### config.mk
export PLATFORM = sky130hd
export DESIGN_NAME = mac_sequencer
export DESIGN_NICKNAME = d
export VERILOG_FILES = /design/src/rtl/mac_pkg.sv /design/src/rtl/mac_accumulator.sv /design/src/rtl/mac_sequencer.sv
export SDC_FILE = /design/constraint.sdc
export NUM_CORES = 1
export LEC_CHECK = 0
export CORE_ASPECT_RATIO = 0.9
export CORE_MARGIN = 10
export CORE_UTILIZATION = 40
export CTS_CLUSTER_DIAMETER = 80
export DETAILED_ROUTE_END_ITERATION = 6
export MAX_ROUTING_LAYER = met4
export PLACE_DENSITY = 0.68
export SLEW_MARGIN = 20
export SYNTH_ARGS = -nofsm -noshare
export SYNTH_HDL_FRONTEND = slang
export SYNTH_SLANG_ARGS = --single-unit
### constraint.sdc
create_clock -name clock -period 3.1 [get_ports clock]
set_clock_uncertainty 0.05 [all_clocks]
set_input_delay 0.31 -clock clock [delete_from_list [all_inputs] [get_ports clock]]
set_output_delay 0.31 -clock clock [all_outputs]
set_load 0.01 [all_outputs]
### src/rtl/mac_pkg.sv
// Shared definitions for the MAC sequencer: state encoding, default
// sizing constants and a sign-extension helper used by the accumulator.
package mac_pkg;

  // Default sizing; the sequencer parameters fall back to these.
  localparam int DEFAULT_WIDTH     = 4;
  localparam int DEFAULT_ACC_WIDTH = 12;
  localparam int DEFAULT_LEN_WIDTH = 4;
  localparam int DEFAULT_TIMEOUT   = 16;

  // Widest value the sign-extension helper can handle.
  localparam int EXT_MAX = 64;

  // Sequencer states, 3-bit encoding.
  typedef enum logic [2:0] {
    IDLE  = 3'd0,
    FETCH = 3'd1,
    ISSUE = 3'd2,
    WAIT  = 3'd3,
    ACCUM = 3'd4,
    DONE  = 3'd5
  } state_t;

  // Replicates bit (from_width-1) of value into every higher bit.
  // Built from masks rather than a variable bit-select so it stays
  // width-clean for any from_width in 1..EXT_MAX.
  function automatic logic [EXT_MAX-1:0] sign_extend(
    input logic [EXT_MAX-1:0] value,
    input int                 from_width
  );
    logic [EXT_MAX-1:0] sign_bit;
    logic [EXT_MAX-1:0] upper;
    sign_bit = value & ({{(EXT_MAX-1){1'b0}}, 1'b1} << (from_width - 1));
    upper    = {EXT_MAX{1'b1}} << from_width;
    return (sign_bit != '0) ? (value | upper) : (value & ~upper);
  endfunction

endpackage

### src/rtl/mac_accumulator.sv
// Signed accumulator for the MAC sequencer. Sign-extends each product to
// the accumulator width, adds with two's-complement wrap, and keeps a
// sticky signed-overflow flag. Synchronous clear has priority over enable.
module mac_accumulator
  import mac_pkg::*;
#(
  parameter int PROD_WIDTH = 2 * DEFAULT_WIDTH,
  parameter int ACC_WIDTH  = DEFAULT_ACC_WIDTH
) (
  input  logic                  clock,
  input  logic                  clear_n,
  input  logic                  clr,
  input  logic                  en,
  input  logic [PROD_WIDTH-1:0] product,
  output logic [ACC_WIDTH-1:0]  acc,
  output logic                  overflow
);

  logic [ACC_WIDTH-1:0] acc_reg;
  logic [ACC_WIDTH-1:0] acc_next;
  logic                 overflow_reg;
  logic [ACC_WIDTH-1:0] product_ext;
  logic                 add_overflow;

  // Product widened to the accumulator width, sign preserved.
  assign product_ext = ACC_WIDTH'(sign_extend(EXT_MAX'(product), PROD_WIDTH));

  // Wrapping sum; overflow when both addends share a sign the result lacks.
  always_comb begin
    acc_next     = acc_reg + product_ext;
    add_overflow = (acc_reg[ACC_WIDTH-1] == product_ext[ACC_WIDTH-1]) &&
                   (acc_next[ACC_WIDTH-1] != acc_reg[ACC_WIDTH-1]);
  end

  // Accumulator and sticky overflow registers.
  always_ff @(posedge clock or negedge clear_n) begin
    if (!clear_n) begin
      acc_reg      <= '0;
      overflow_reg <= 1'b0;
    end else if (clr) begin
      acc_reg      <= '0;
      overflow_reg <= 1'b0;
    end else if (en) begin
      acc_reg      <= acc_next;
      overflow_reg <= overflow_reg | add_overflow;
    end
  end

  assign acc      = acc_reg;
  assign overflow = overflow_reg;

endmodule

### src/rtl/mac_sequencer.sv
// Dot-product sequencer: pulls operand pairs from a valid/ready stream,
// drives one shared Booth multiplier per pair, accumulates the products
// and presents the signed sum on a valid/ready result port. A watchdog
// aborts a term whose multiplier never reports done.
module mac_sequencer
  import mac_pkg::*;
#(
  parameter int WIDTH     = DEFAULT_WIDTH,
  parameter int ACC_WIDTH = DEFAULT_ACC_WIDTH,   // must be >= 2*WIDTH
  parameter int LEN_WIDTH = DEFAULT_LEN_WIDTH,
  parameter int TIMEOUT   = DEFAULT_TIMEOUT
) (
  input  logic                   clock,
  input  logic                   clear_n,
  input  logic                   start,
  input  logic [LEN_WIDTH-1:0]   len,
  input  logic                   in_valid,
  output logic                   in_ready,
  input  logic [WIDTH-1:0]       in_a,
  input  logic [WIDTH-1:0]       in_b,
  output logic                   mul_load,
  output logic                   mul_clear,
  output logic [WIDTH-1:0]       mul_multiplicand,
  output logic [WIDTH-1:0]       mul_multiplier,
  input  logic [2*WIDTH-1:0]     mul_product,
  input  logic                   mul_done,
  output logic [ACC_WIDTH-1:0]   acc_out,
  output logic                   out_valid,
  input  logic                   out_ready,
  output logic                   busy,
  output logic                   overflow,
  output logic                   error
);

  localparam int WD_WIDTH = $clog2(TIMEOUT + 1);

  state_t               state_reg;
  state_t               state_next;
  logic [LEN_WIDTH-1:0] len_reg;
  logic [LEN_WIDTH-1:0] count_reg;
  logic [WIDTH-1:0]     a_reg;
  logic [WIDTH-1:0]     b_reg;
  logic [WD_WIDTH-1:0]  wd_reg;
  logic                 error_reg;

  logic                 job_start;
  logic                 done_accept;
  logic                 timeout_hit;
  logic                 term_last;
  logic                 acc_clr;
  logic                 acc_en;

  // Decoded conditions shared by next-state, output and datapath logic.
  // done is masked while wd_reg is 0 (first WAIT cycle) because the
  // multiplier may still be showing done from the previous term.
  always_comb begin
    job_start   = (state_reg == IDLE) && start;
    done_accept = (state_reg == WAIT) && mul_done && (wd_reg != '0);
    timeout_hit = (state_reg == WAIT) && !done_accept &&
                  (wd_reg == WD_WIDTH'(TIMEOUT - 1));
    term_last   = ((count_reg + LEN_WIDTH'(1)) == len_reg);
    acc_clr     = job_start;
    acc_en      = (state_reg == ACCUM);
  end

  // State register.
  always_ff @(posedge clock or negedge clear_n) begin
    if (!clear_n) begin
      state_reg <= IDLE;
    end else begin
      state_reg <= state_next;
    end
  end

  // Next-state logic.
  always_comb begin
    state_next = state_reg;
    case (state_reg)
      IDLE: begin
        if (start) begin
          state_next = (len == '0) ? DONE : FETCH;
        end
      end
      FETCH: begin
        if (in_valid) begin
          state_next = ISSUE;
        end
      end
      ISSUE: begin
        state_next = WAIT;
      end
      WAIT: begin
        if (done_accept) begin
          state_next = ACCUM;
        end else if (timeout_hit) begin
          state_next = DONE;
        end
      end
      ACCUM: begin
        state_next = term_last ? DONE : FETCH;
      end
      DONE: begin
        if (out_ready) begin
          state_next = IDLE;
        end
      end
      default: begin
        state_next = IDLE;
      end
    endcase
  end

  // Moore outputs, plus the one-cycle multiplier clear on a watchdog abort.
  always_comb begin
    in_ready  = 1'b0;
    mul_load  = 1'b0;
    mul_clear = 1'b0;
    out_valid = 1'b0;
    busy      = 1'b1;
    case (state_reg)
      IDLE: begin
        mul_clear = 1'b1;
        busy      = 1'b0;
      end
      FETCH: begin
        in_ready = 1'b1;
      end
      ISSUE: begin
        mul_load = 1'b1;
      end
      WAIT: begin
        mul_clear = timeout_hit;
      end
      DONE: begin
        out_valid = 1'b1;
      end
      default: begin
        busy = 1'b1;
      end
    endcase
  end

  // Job length, term counter, operand holding registers, watchdog and
  // sticky timeout flag. Operands are captured only on the FETCH
  // handshake so they stay put through ISSUE, WAIT and ACCUM.
  always_ff @(posedge clock or negedge clear_n) begin
    if (!clear_n) begin
      len_reg   <= '0;
      count_reg <= '0;
      a_reg     <= '0;
      b_reg     <= '0;
      wd_reg    <= '0;
      error_reg <= 1'b0;
    end else begin
      case (state_reg)
        IDLE: begin
          if (start) begin
            len_reg   <= len;
            count_reg <= '0;
            error_reg <= 1'b0;
          end
        end
        FETCH: begin
          if (in_valid) begin
            a_reg <= in_a;
            b_reg <= in_b;
          end
        end
        ISSUE: begin
          wd_reg <= '0;
        end
        WAIT: begin
          wd_reg <= wd_reg + WD_WIDTH'(1);
          if (timeout_hit) begin
            error_reg <= 1'b1;
          end
        end
        ACCUM: begin
          count_reg <= count_reg + LEN_WIDTH'(1);
        end
        default: begin
          count_reg <= count_reg;
        end
      endcase
    end
  end

  mac_accumulator #(
    .PROD_WIDTH (2 * WIDTH),
    .ACC_WIDTH  (ACC_WIDTH)
  ) u_acc (
    .clock    (clock),
    .clear_n  (clear_n),
    .clr      (acc_clr),
    .en       (acc_en),
    .product  (mul_product),
    .acc      (acc_out),
    .overflow (overflow)
  );

  assign mul_multiplicand = a_reg;
  assign mul_multiplier   = b_reg;
  assign error            = error_reg;

endmodule

After elaboration in Yosys (flattened, before gate mapping)
Cells that the tools add are included.
{"block": "word_totals", "output_inout_bits": 27, "in_bits": 26, "reg_bits": 38, "elab_cells": 70}
{"block": "classes", "n_eq_ne": 14, "reduce_logical": 19, "n_mux": 24, "n_bitwise": 1, "addsub": 3}
{"operator": "$mux 12", "n": 3}
{"operator": "$mux 3", "n": 7}
{"operator": "$pmux 3 s6", "n": 1}
{"operator": "$add 12x12->12", "n": 1}
{"operator": "$pmux 5 s2", "n": 1}
{"operator": "$mux 1", "n": 8}
{"operator": "$ne 2x2->1 const B", "n": 4}
{"operator": "$pmux 4 s2", "n": 1}
{"operator": "$reduce_bool 2->1", "n": 4}
{"operator": "$eq 3x2->1 const B", "n": 2}
{"operator": "$eq 3x3->1 const B", "n": 2}
{"operator": "$logic_and 1x1->1", "n": 6}
{"operator": "$reduce_and 2->1", "n": 3}
{"operator": "$add 5x1->5 const B", "n": 1}
{"operator": "$eq 5x4->1 const B", "n": 1}
{"operator": "$reduce_bool 5->1", "n": 1}
{"operator": "$add 4x1->4 const B", "n": 1}
{"operator": "$eq 4x4->1", "n": 1}
{"operator": "$logic_not 4->1", "n": 1}
{"operator": "$mux 4", "n": 1}
{"operator": "$pmux 1 s2", "n": 2}
{"operator": "$reduce_and 4->1", "n": 1}
{"operator": "$eq 3x1->1 const B", "n": 1}
{"operator": "$logic_not 3->1", "n": 1}
{"operator": "other kinds (6)", "n": 6}

Depth between registers and ports, before layout
Gate-level depths: netlist of the first run.
{"block": "logic_depth", "depth_word": 9, "depth_mapped": 9, "mapped_depth_nobuf": 9}

Modules after synthesis
From an unflattened synthesis of the first run, not the netlist that was laid out.
{"block": "unflattened", "cells_unflattened": 245, "hier_area_um2": 2409.8}
{"mod": "mac_sequencer", "instances": 1, "cells_per_inst": 131, "seq_area_each_um2": 625.6, "area_each_um2": 1347.5}
{"mod": "mac_accumulator", "instances": 1, "cells_per_inst": 114, "seq_area_each_um2": 325.3, "area_each_um2": 1062.3}

Worst setup path before layout of the first run
Ideal clock, no wire load.
{"block": "synth_path", "path_type": "register to register", "from": "register u_acc.acc_reg[0] (netlist: u_acc.acc[0])", "to": "register u_acc.acc_reg[8] (netlist: u_acc.acc[8])", "path_stages_with_launch": 10, "path_buffers": 0, "t_required_ns": 2.981, "setup_time_ns": 0.069, "period_less_slack_ns": 2.054, "path_slack_ns": 1.046, "t_arrival_ns": 1.934, "cell_sequence": "dfrtp_1 > ha_1 > inv_1 > fa_1 > nor2b_1 > o21a_1 > o21a_2 > o21bai_2 > a2111oi_0 > nand3b_1"}
{"block": "synth_via", "elab_chain_cells": 3}
{"element": "start: declaration", "line_no": "mac_accumulator.sv:19", "source": "logic [ACC_WIDTH-1:0] acc_reg;"}
{"element": "start signal: assignment", "line_no": "mac_accumulator.sv:44", "source": "acc_reg <= acc_next;"}
{"element": "$add 12x12->12", "line_no": "mac_accumulator.sv:30", "source": "acc_next = acc_reg + product_ext;"}
{"element": "$mux 12", "line_no": "mac_accumulator.sv:43", "source": "end else if (en) begin"}
{"element": "$mux 12", "line_no": "mac_accumulator.sv:40", "source": "end else if (clr) begin"}
No other way between the ends. The select of a mux whose other input is x is not followed.
A chain may end at the register's enable or synchronous reset.

Final worst setup path of the first run
{"block": "layout_path", "from": "register wd_reg[0]", "to": "output mul_clear"}
{"block": "layout_via", "elab_chain_cells": 6, "word_cells_on_any_way": 7, "cone_classes": "eq/ne: 1; mux: 1; reduce/logical: 5"}
{"element": "start: declaration", "line_no": "mac_sequencer.sv:43", "source": "logic [WD_WIDTH-1:0] wd_reg;"}
{"element": "start signal: assignment", "line_no": "mac_sequencer.sv:173", "source": "wd_reg <= wd_reg + WD_WIDTH'(1);"}
{"element": "$reduce_bool 5->1", "line_no": "mac_sequencer.sv:58", "source": "done_accept = (state_reg == WAIT) && mul_done && (wd_reg != '0);"}
{"element": "$logic_and 1x1->1", "line_no": "mac_sequencer.sv:58"}
{"element": "$logic_not 1->1", "line_no": "mac_sequencer.sv:59", "source": "timeout_hit = (state_reg == WAIT) && !done_accept &&"}
{"element": "$logic_and 1x1->1", "line_no": "mac_sequencer.sv:59"}
{"element": "$logic_and 1x1->1 (*)", "line_no": "mac_sequencer.sv:59"}
{"element": "$pmux 1 s2 (*)", "line_no": "mac_sequencer.sv:120", "source": "case (state_reg)"}
{"element": "end: declaration", "line_no": "mac_sequencer.sv:22", "source": "output logic mul_clear,"}
Mark *: on every way between the ends. The rest lies on a longest branch, timed or not.

==> flow_metrics.env, run 1 <==
export IMPL_crit_end="mul_clear"
export IMPL_pin_count=53
export IMPL_synth_top_area_cell="dfrtp_1"
export IMPL_syn_cell_area_sq_mm=0.00237
export IMPL_cp_depth=8
export IMPL_fill_cells=528
export IMPL_drive_gt1_share_pct=6.98
export IMPL_place_gp_congestion=0.815
export IMPL_min_period_over_period_pct=84.9
export IMPL_max_stage_delay_ns=0.56
export IMPL_start_util_pct=41.4
export IMPL_async_flop_share_pct=100
export IMPL_die_w_um=101
export IMPL_final_cells=371
export IMPL_ys_flop_type="dfrtp_1"
export IMPL_cp_end_kind="output port"
export IMPL_required_ns=2.74
export IMPL_cts_sinks=38
export IMPL_slew_violations=0
export IMPL_n_antenna_cell=0
export IMPL_die_h_um=93.0
export IMPL_clk_latency_ns=0.30
export IMPL_hpwl_mm=4.22
export IMPL_grt_pass1_vias=1979
export IMPL_ys_seq_area_share_pct=40.1
export IMPL_grt_usage_pct=12.6
export IMPL_setup_tns_ns=0
export IMPL_crit_family="buffers and inverters"
export IMPL_first_pass_iters=4
export IMPL_grt_pass1_wl_mm=9.67
export IMPL_netlist_instances=251
export IMPL_holdCritPathClass="in -> async"
export IMPL_mostFrequentLayoutCells="51 x clkdlybuf4s50_1, 38 x dfrtp_1, 35 x nand2_1"
export IMPL_reg2reg_from="state_reg[0]"
export IMPL_tightest_slew_ns=0.878
export IMPL_syn_nets=293
export IMPL_placed_cells=363
export IMPL_p_per_area_mw_per_mm2=874
export IMPL_leakage_nw=1.36
export IMPL_wl_per_cell_um=15.4
export IMPL_dieArea_sq_mm=0.00941
export IMPL_ys_types=53
export IMPL_via_per_inst=5.41
export IMPL_arrival_ns=2.27
export IMPL_post_cts_buffers=0
export IMPL_cts_buffers=5
export IMPL_port_buffer_count=52
export IMPL_finalSetupViolCount=0
export IMPL_synth_edff_count=0
export IMPL_yosys_warnings=0
export IMPL_critPathSlowestCell="clkdlybuf4s50_1"
export IMPL_rows=26
export IMPL_path_common_cell="inv_1"
export IMPL_holdBufCountCts=0
export IMPL_cts_max_level=2
export IMPL_cts_resized=0
export IMPL_grt_max_degree=39
export IMPL_fmax_mhz=380
export IMPL_area_delta_synth_final_pct=27.9
export IMPL_maxSlewHeadroom_pct=41.4
export IMPL_tritoncts="built"
export IMPL_root_buffer="clkbuf_8"
export IMPL_syn_area_per_cell_sq_um=9.45
export IMPL_met3_usage_pct=2.87
export IMPL_core_area_sq_mm=0.00573
export IMPL_final_common_cell="clkdlybuf4s50_1"
export IMPL_overflow=0
export IMPL_largest_reg_flops=12
export IMPL_crit_start="wd_reg[0]"
export IMPL_drt_iter0_drc=108
export IMPL_crit_chain="inv_1 > ha_1 > inv_1 > o41ai_2 > and3_1 > a21oi_1 > nor2_1 > clkdlybuf4s50_1"
export IMPL_cts_buffer_depth=2
export IMPL_crit_buf_inv=3
export IMPL_vias=2008
export IMPL_finalHoldViolCount=0
export IMPL_r2r_end="state_reg[2]"
export IMPL_synthTopCellsByArea="dfrtp_1 40%, ha_1 7.9%, nand2_1 5.5%, mux2_1 3.8%, o21ai_0 2.7%"
export IMPL_peakVddDrop_mv=0.394
export IMPL_wirelength_mm=5.72
export IMPL_path_class="reg -> out"
export IMPL_rsz0062_at_grt="no"
export IMPL_grt_use_met2_pct=18.9
export IMPL_critical_path_max_fanout=4
export IMPL_top_usage_layer="met2"
export IMPL_grt_use_met1_pct=16.5
export IMPL_synth_seq_cells=38
export IMPL_maxCapViolations=0
export IMPL_post_synth_top_area_fraction_pct=40.1
export IMPL_rrSetupSlack_ns=0.89
export IMPL_outcome="completed"
export IMPL_grt_antenna_before_repair=0
export IMPL_postRouteAntennaNets=0
export IMPL_critPathLaunchType="flop"
export IMPL_clkTransAtPathRegs_ns=0.09
export IMPL_fin_nets=342
export IMPL_finalCriticalPeriod_ns=2.63
export IMPL_drc_errors=0
export IMPL_r2r_cells=6
[worst min-delay path by stage]
stage	from	to	slack, ns
after floorplan	clear_n	count_reg[0]	-0.04
after global placement	mul_multiplier[1]	mul_multiplier[1]	0.42
after detailed placement	mul_multiplier[3]	mul_multiplier[3]	0.42
after CTS	clear_n	wd_reg[0]	0.11
after global routing	clear_n	mul_multiplicand[2]	0.16
final	clear_n	wd_reg[0]	0.07
[routing by layer]
layer | routed length [um] | share of wire, % | up-vias
li1 | - | - | 998
met1 | 2780 | 49 | 964
met2 | 2630 | 46 | 37
met3 | 224 | 3.9 | 9
met4 | 74 | 1.3 | 0
met5 | 0 | 0 | -
[cells by family (layout without fill, tap and decap cells)]
| kind of cell | Yosys count | count (layout) | synth area share, % |
|---|---|---|---|
| XOR/XNOR | 9 | 9 | 3.32 |
| AND/OR/NAND/NOR | 89 | 89 | 18.9 |
| buffers and inverters | 25 | 75 | 4.91 |
| multiplexers | 13 | 13 | 5.91 |
| flip-flops | 38 | 38 | 40.1 |
| adder cells (fa/ha/maj) | 16 | 16 | 8.76 |
| AO/OA/AOI/OAI | 61 | 61 | 18.0 |
[worst register-to-register path, cell delays in order, from the launching register on]
cell and delay (ns):
dfrtp_1 0.60, nor2_4 0.26, nand2_2 0.31, nor4_1 0.47
a21oi_1 0.12, a211oi_1 0.19, a22o_1 0.16
[metrics by stage]
step / hold WS (ns) / setup WS, ns / instance area (sq um) / power (mW) / util [%]
floorplan: -0.0356 / 1.05 / 2370 / 1.74 / -
global placement: 0.420 / 0.603 / 2920 / 2.21 / 51.0
detailed placement: 0.424 / 0.546 / 2920 / 2.24 / 51.0
CTS: 0.109 / 0.440 / 3030 / 2.68 / 53.0
global route: 0.158 / 0.312 / 3030 / 2.88 / 53.0
finish: 0.0702 / 0.467 / 3030 / 2.65 / 53.0
[cell type report]
type / count / area, sq um / area share [%]
Clock buffer: 5 / 68.8 / 2.27
Clock inverter: 3 / 45.0 / 1.49
Inverter: 14 / 52.6 / 1.73
Multi-Input combinational cell: 188 / 1300 / 43.0
Sequential cell: 38 / 951 / 31.4
Tap cell: 70 / 87.6 / 2.89
Timing Repair Buffer: 53 / 523 / 17.3
[Yosys cell counts, types with 3 or more instances]
| cell type | number |
|---|---|
| a211o_1 | 3 |
| a21o_1 | 5 |
| a21oi_1 | 9 |
| a22o_1 | 4 |
| and3_1 | 5 |
| buf_2 | 6 |
| clkbuf_1 | 3 |
| dfrtp_1 | 38 |
| ha_1 | 15 |
| inv_1 | 14 |
| mux2_1 | 8 |
| mux2i_1 | 5 |
| nand2_1 | 35 |
| nand3_1 | 12 |
| nor2_1 | 8 |
| nor3_1 | 7 |
| nor4_1 | 4 |
| o21ai_0 | 13 |
| o21ai_1 | 7 |
| xnor2_1 | 5 |
| xor2_1 | 4 |
[report_power, final]
| group | internal, mW | total (mW) | switching, mW |
|---|---|---|---|
| logic | 0.681 | 1.31 | 0.631 |
| clock network | 0.239 | 0.432 | 0.192 |
| registers | 0.692 | 0.908 | 0.216 |
| total | 1.61 | 2.65 | 1.04 |
Power figures use the tool's default switching activity.
==> run 2, diff against run 1 <==
==> constraint.sdc (replaced) <==
create_clock -name clock -period 2.5 [get_ports clock]
set_clock_uncertainty 0.05 [all_clocks]
set_input_delay 0.25 -clock clock [delete_from_list [all_inputs] [get_ports clock]]
set_output_delay 0.25 -clock clock [all_outputs]
set_load 0.01 [all_outputs]
==> run 2 against run 1 <==
Register-to-register slack worse by 0.56 ns. Wire length down 2.1%. Sequential power up 24%. Worst hold slack worse by 0.042 ns. Critical path type unchanged. Clock power up 46%. Highest routed layer unchanged. First-iteration DRC count up 8.3%. Design area up 1.2%. Cell count up 0.54%. Clock-buffer cell count unchanged. Via count down 2.4%. Total power up 28%. Sequential share of layout area down 0.38 points.
==> flow_metrics.env, run 2 (synthesis results as in run 1) <==
export IMPL_crit_chain="ha_1 > and3_1 > ha_1 > and3_1 > a21oi_1 > nor2_1 > dlygate4sd2_1"
export IMPL_switchingPower_mw=1.28
export IMPL_dieArea_sq_mm=0.00941
export IMPL_drc_errors=0
export IMPL_grt_pass1_wl_mm=9.68
export IMPL_drive_gt1_share_pct=7.59
export IMPL_postRouteAntennaNets=0
export IMPL_p_sw_share_pct=37.9
export IMPL_p_seq_share_pct=33.4
export IMPL_setup_tns_ns=0
export IMPL_tritoncts="built"
export IMPL_die_h_um=93.0
export IMPL_clk_latency_ns=0.29
export IMPL_vias=1960
export IMPL_wirelength_mm=5.59
export IMPL_fin_nets=344
export IMPL_combPwrFrac_pct=48.0
export IMPL_outcome="completed"
export IMPL_area_delta_synth_final_pct=29.4
export IMPL_min_period_over_period_pct=91.3
export IMPL_clkTransAtPathRegs_ns=0.07
export IMPL_via_per_inst=5.25
export IMPL_drt_iter0_drc=117
export IMPL_critical_path_max_fanout=4
export IMPL_root_buffer="clkbuf_8"
export IMPL_maxSlewHeadroom_pct=40.7
export IMPL_finalSetupViolCount=0
export IMPL_fmax_mhz=438
export IMPL_grt_max_degree=39
export IMPL_holdCritPathClass="in -> async"
export IMPL_fill_cells=530
export IMPL_max_stage_delay_ns=0.41
export IMPL_grt_pass1_vias=1960
export IMPL_grt_usage_pct=12.6
export IMPL_cts_sinks=38
export IMPL_cts_resized=1
export IMPL_post_cts_buffers=0
export IMPL_intPower_mw=2.10
export IMPL_rows=26
export IMPL_finalHoldViolCount=0
export IMPL_mostFrequentLayoutCells="50 x clkdlybuf4s50_1, 38 x dfrtp_1, 35 x nand2_1"
export IMPL_finalCriticalPeriod_ns=2.28
export IMPL_peakVddDrop_mv=0.502
export IMPL_critPathLaunchType="flop"
export IMPL_clkPwrFrac_pct=18.6
export IMPL_largest_reg_flops=12
export IMPL_path_class="reg -> out"
export IMPL_p_per_area_mw_per_mm2=1100
export IMPL_crit_buf_inv=1
export IMPL_maxCapViolations=0
export IMPL_die_w_um=101
export IMPL_core_area_sq_mm=0.00573
export IMPL_hpwl_mm=4.08
export IMPL_tightest_slew_ns=0.889
export IMPL_cts_buffers=5
export IMPL_leakage_nw=1.39
export IMPL_final_common_cell="clkdlybuf4s50_1"
export IMPL_overflow=0
export IMPL_cp_end_kind="output port"
export IMPL_holdBufCountCts=0
export IMPL_arrival_ns=1.98
export IMPL_cts_max_level=2
export IMPL_crit_family="adder cells"
export IMPL_rsz0062_at_grt="no"
export IMPL_port_buffer_count=52
export IMPL_slew_violations=0
export IMPL_first_pass_iters=4
export IMPL_grt_antenna_before_repair=0
export IMPL_pin_count=53
export IMPL_required_ns=2.20
export IMPL_stdcell_area_sq_mm=0.00307
export IMPL_start_util_pct=41.4
export IMPL_place_gp_congestion=0.817
export IMPL_critPathSlowestCell="dfrtp_1"
export IMPL_placed_cell_area_sq_mm=0.00293
export IMPL_wl_per_cell_um=15.0
export IMPL_n_antenna_cell=0
export IMPL_cts_buffer_depth=2
==> run 2: changes by cell type in the layout (fill, tap and decap cells not counted), sizes merged <==
cell | before | now
buf | 2 | 4
clkinvlp | 2 | 0
clkdlybuf4s50 | 51 | 50
bufinv | 1 | 2
clkinv | 0 | 1
dlygate4sd2 | 0 | 1
==> run 2: final cells by class <==
type	instances	area [sq um]	area share, %
Clock buffer	5	68.8	2.24
Clock inverter	3	68.8	2.24
Inverter	14	52.6	1.71
Multi-Input combinational cell	188	1300	42.5
Sequential cell	38	951	31.0
Tap cell	70	87.6	2.85
Timing Repair Buffer	55	537	17.5
==> run 2: final timing paths <==
check	from	end	slack, ns	cells after the start
min in group clock	mul_multiplier[2]	mul_multiplier[2]	0.44	1
worst min-delay path	clear_n	wd_reg[0]	0.03	1
max in group asynchronous	clear_n	state_reg[1]	1.82	1
worst min register to register	mul_multiplier[2]	mul_multiplier[2]	0.44	1
worst max-delay path	wd_reg[0]	mul_clear	0.22	7
worst max register to register	u_acc.acc[0]	u_acc.acc[8]	0.33	9
==> run 2: metal layers <==
layer	track usage (%)	wire (um)	part of all wire [%]
met1	16.3	2780	50
met2	18.9	2510	45
met3	3.24	238	4.3
met4	3.83	68	1.2
met5	-	0	0
==> run 2: stage by stage <==
step | setup slack [ns] | std cells | utilization, % | hold slack [ns] | power [mW]
global placement | 0.0627 | 365 | 51.2 | 0.374 | 2.76
finish | 0.218 | 373 | 53.6 | 0.0279 | 3.39
global route | 0.0638 | 373 | 53.6 | 0.0750 | 3.68
floorplan | 0.446 | 251 | - | -0.0956 | 2.15
CTS | 0.200 | 373 | 53.6 | 0.0517 | 3.43
detailed placement | -0.0155 | 365 | 51.2 | 0.383 | 2.78
==> run 2: power by group through the flow <==
stage | Sequential (mW) | Clock [mW] | Combinational, mW
3_3_place_gp | 1.13 | 0 | 1.63
6_report | 1.13 | 0.630 | 1.63
5_1_grt | 1.17 | 0.674 | 1.83
3_5_place_dp | 1.14 | 0 | 1.65
2_1_floorplan | 1.10 | 0 | 1.06
4_1_cts | 1.13 | 0.653 | 1.65
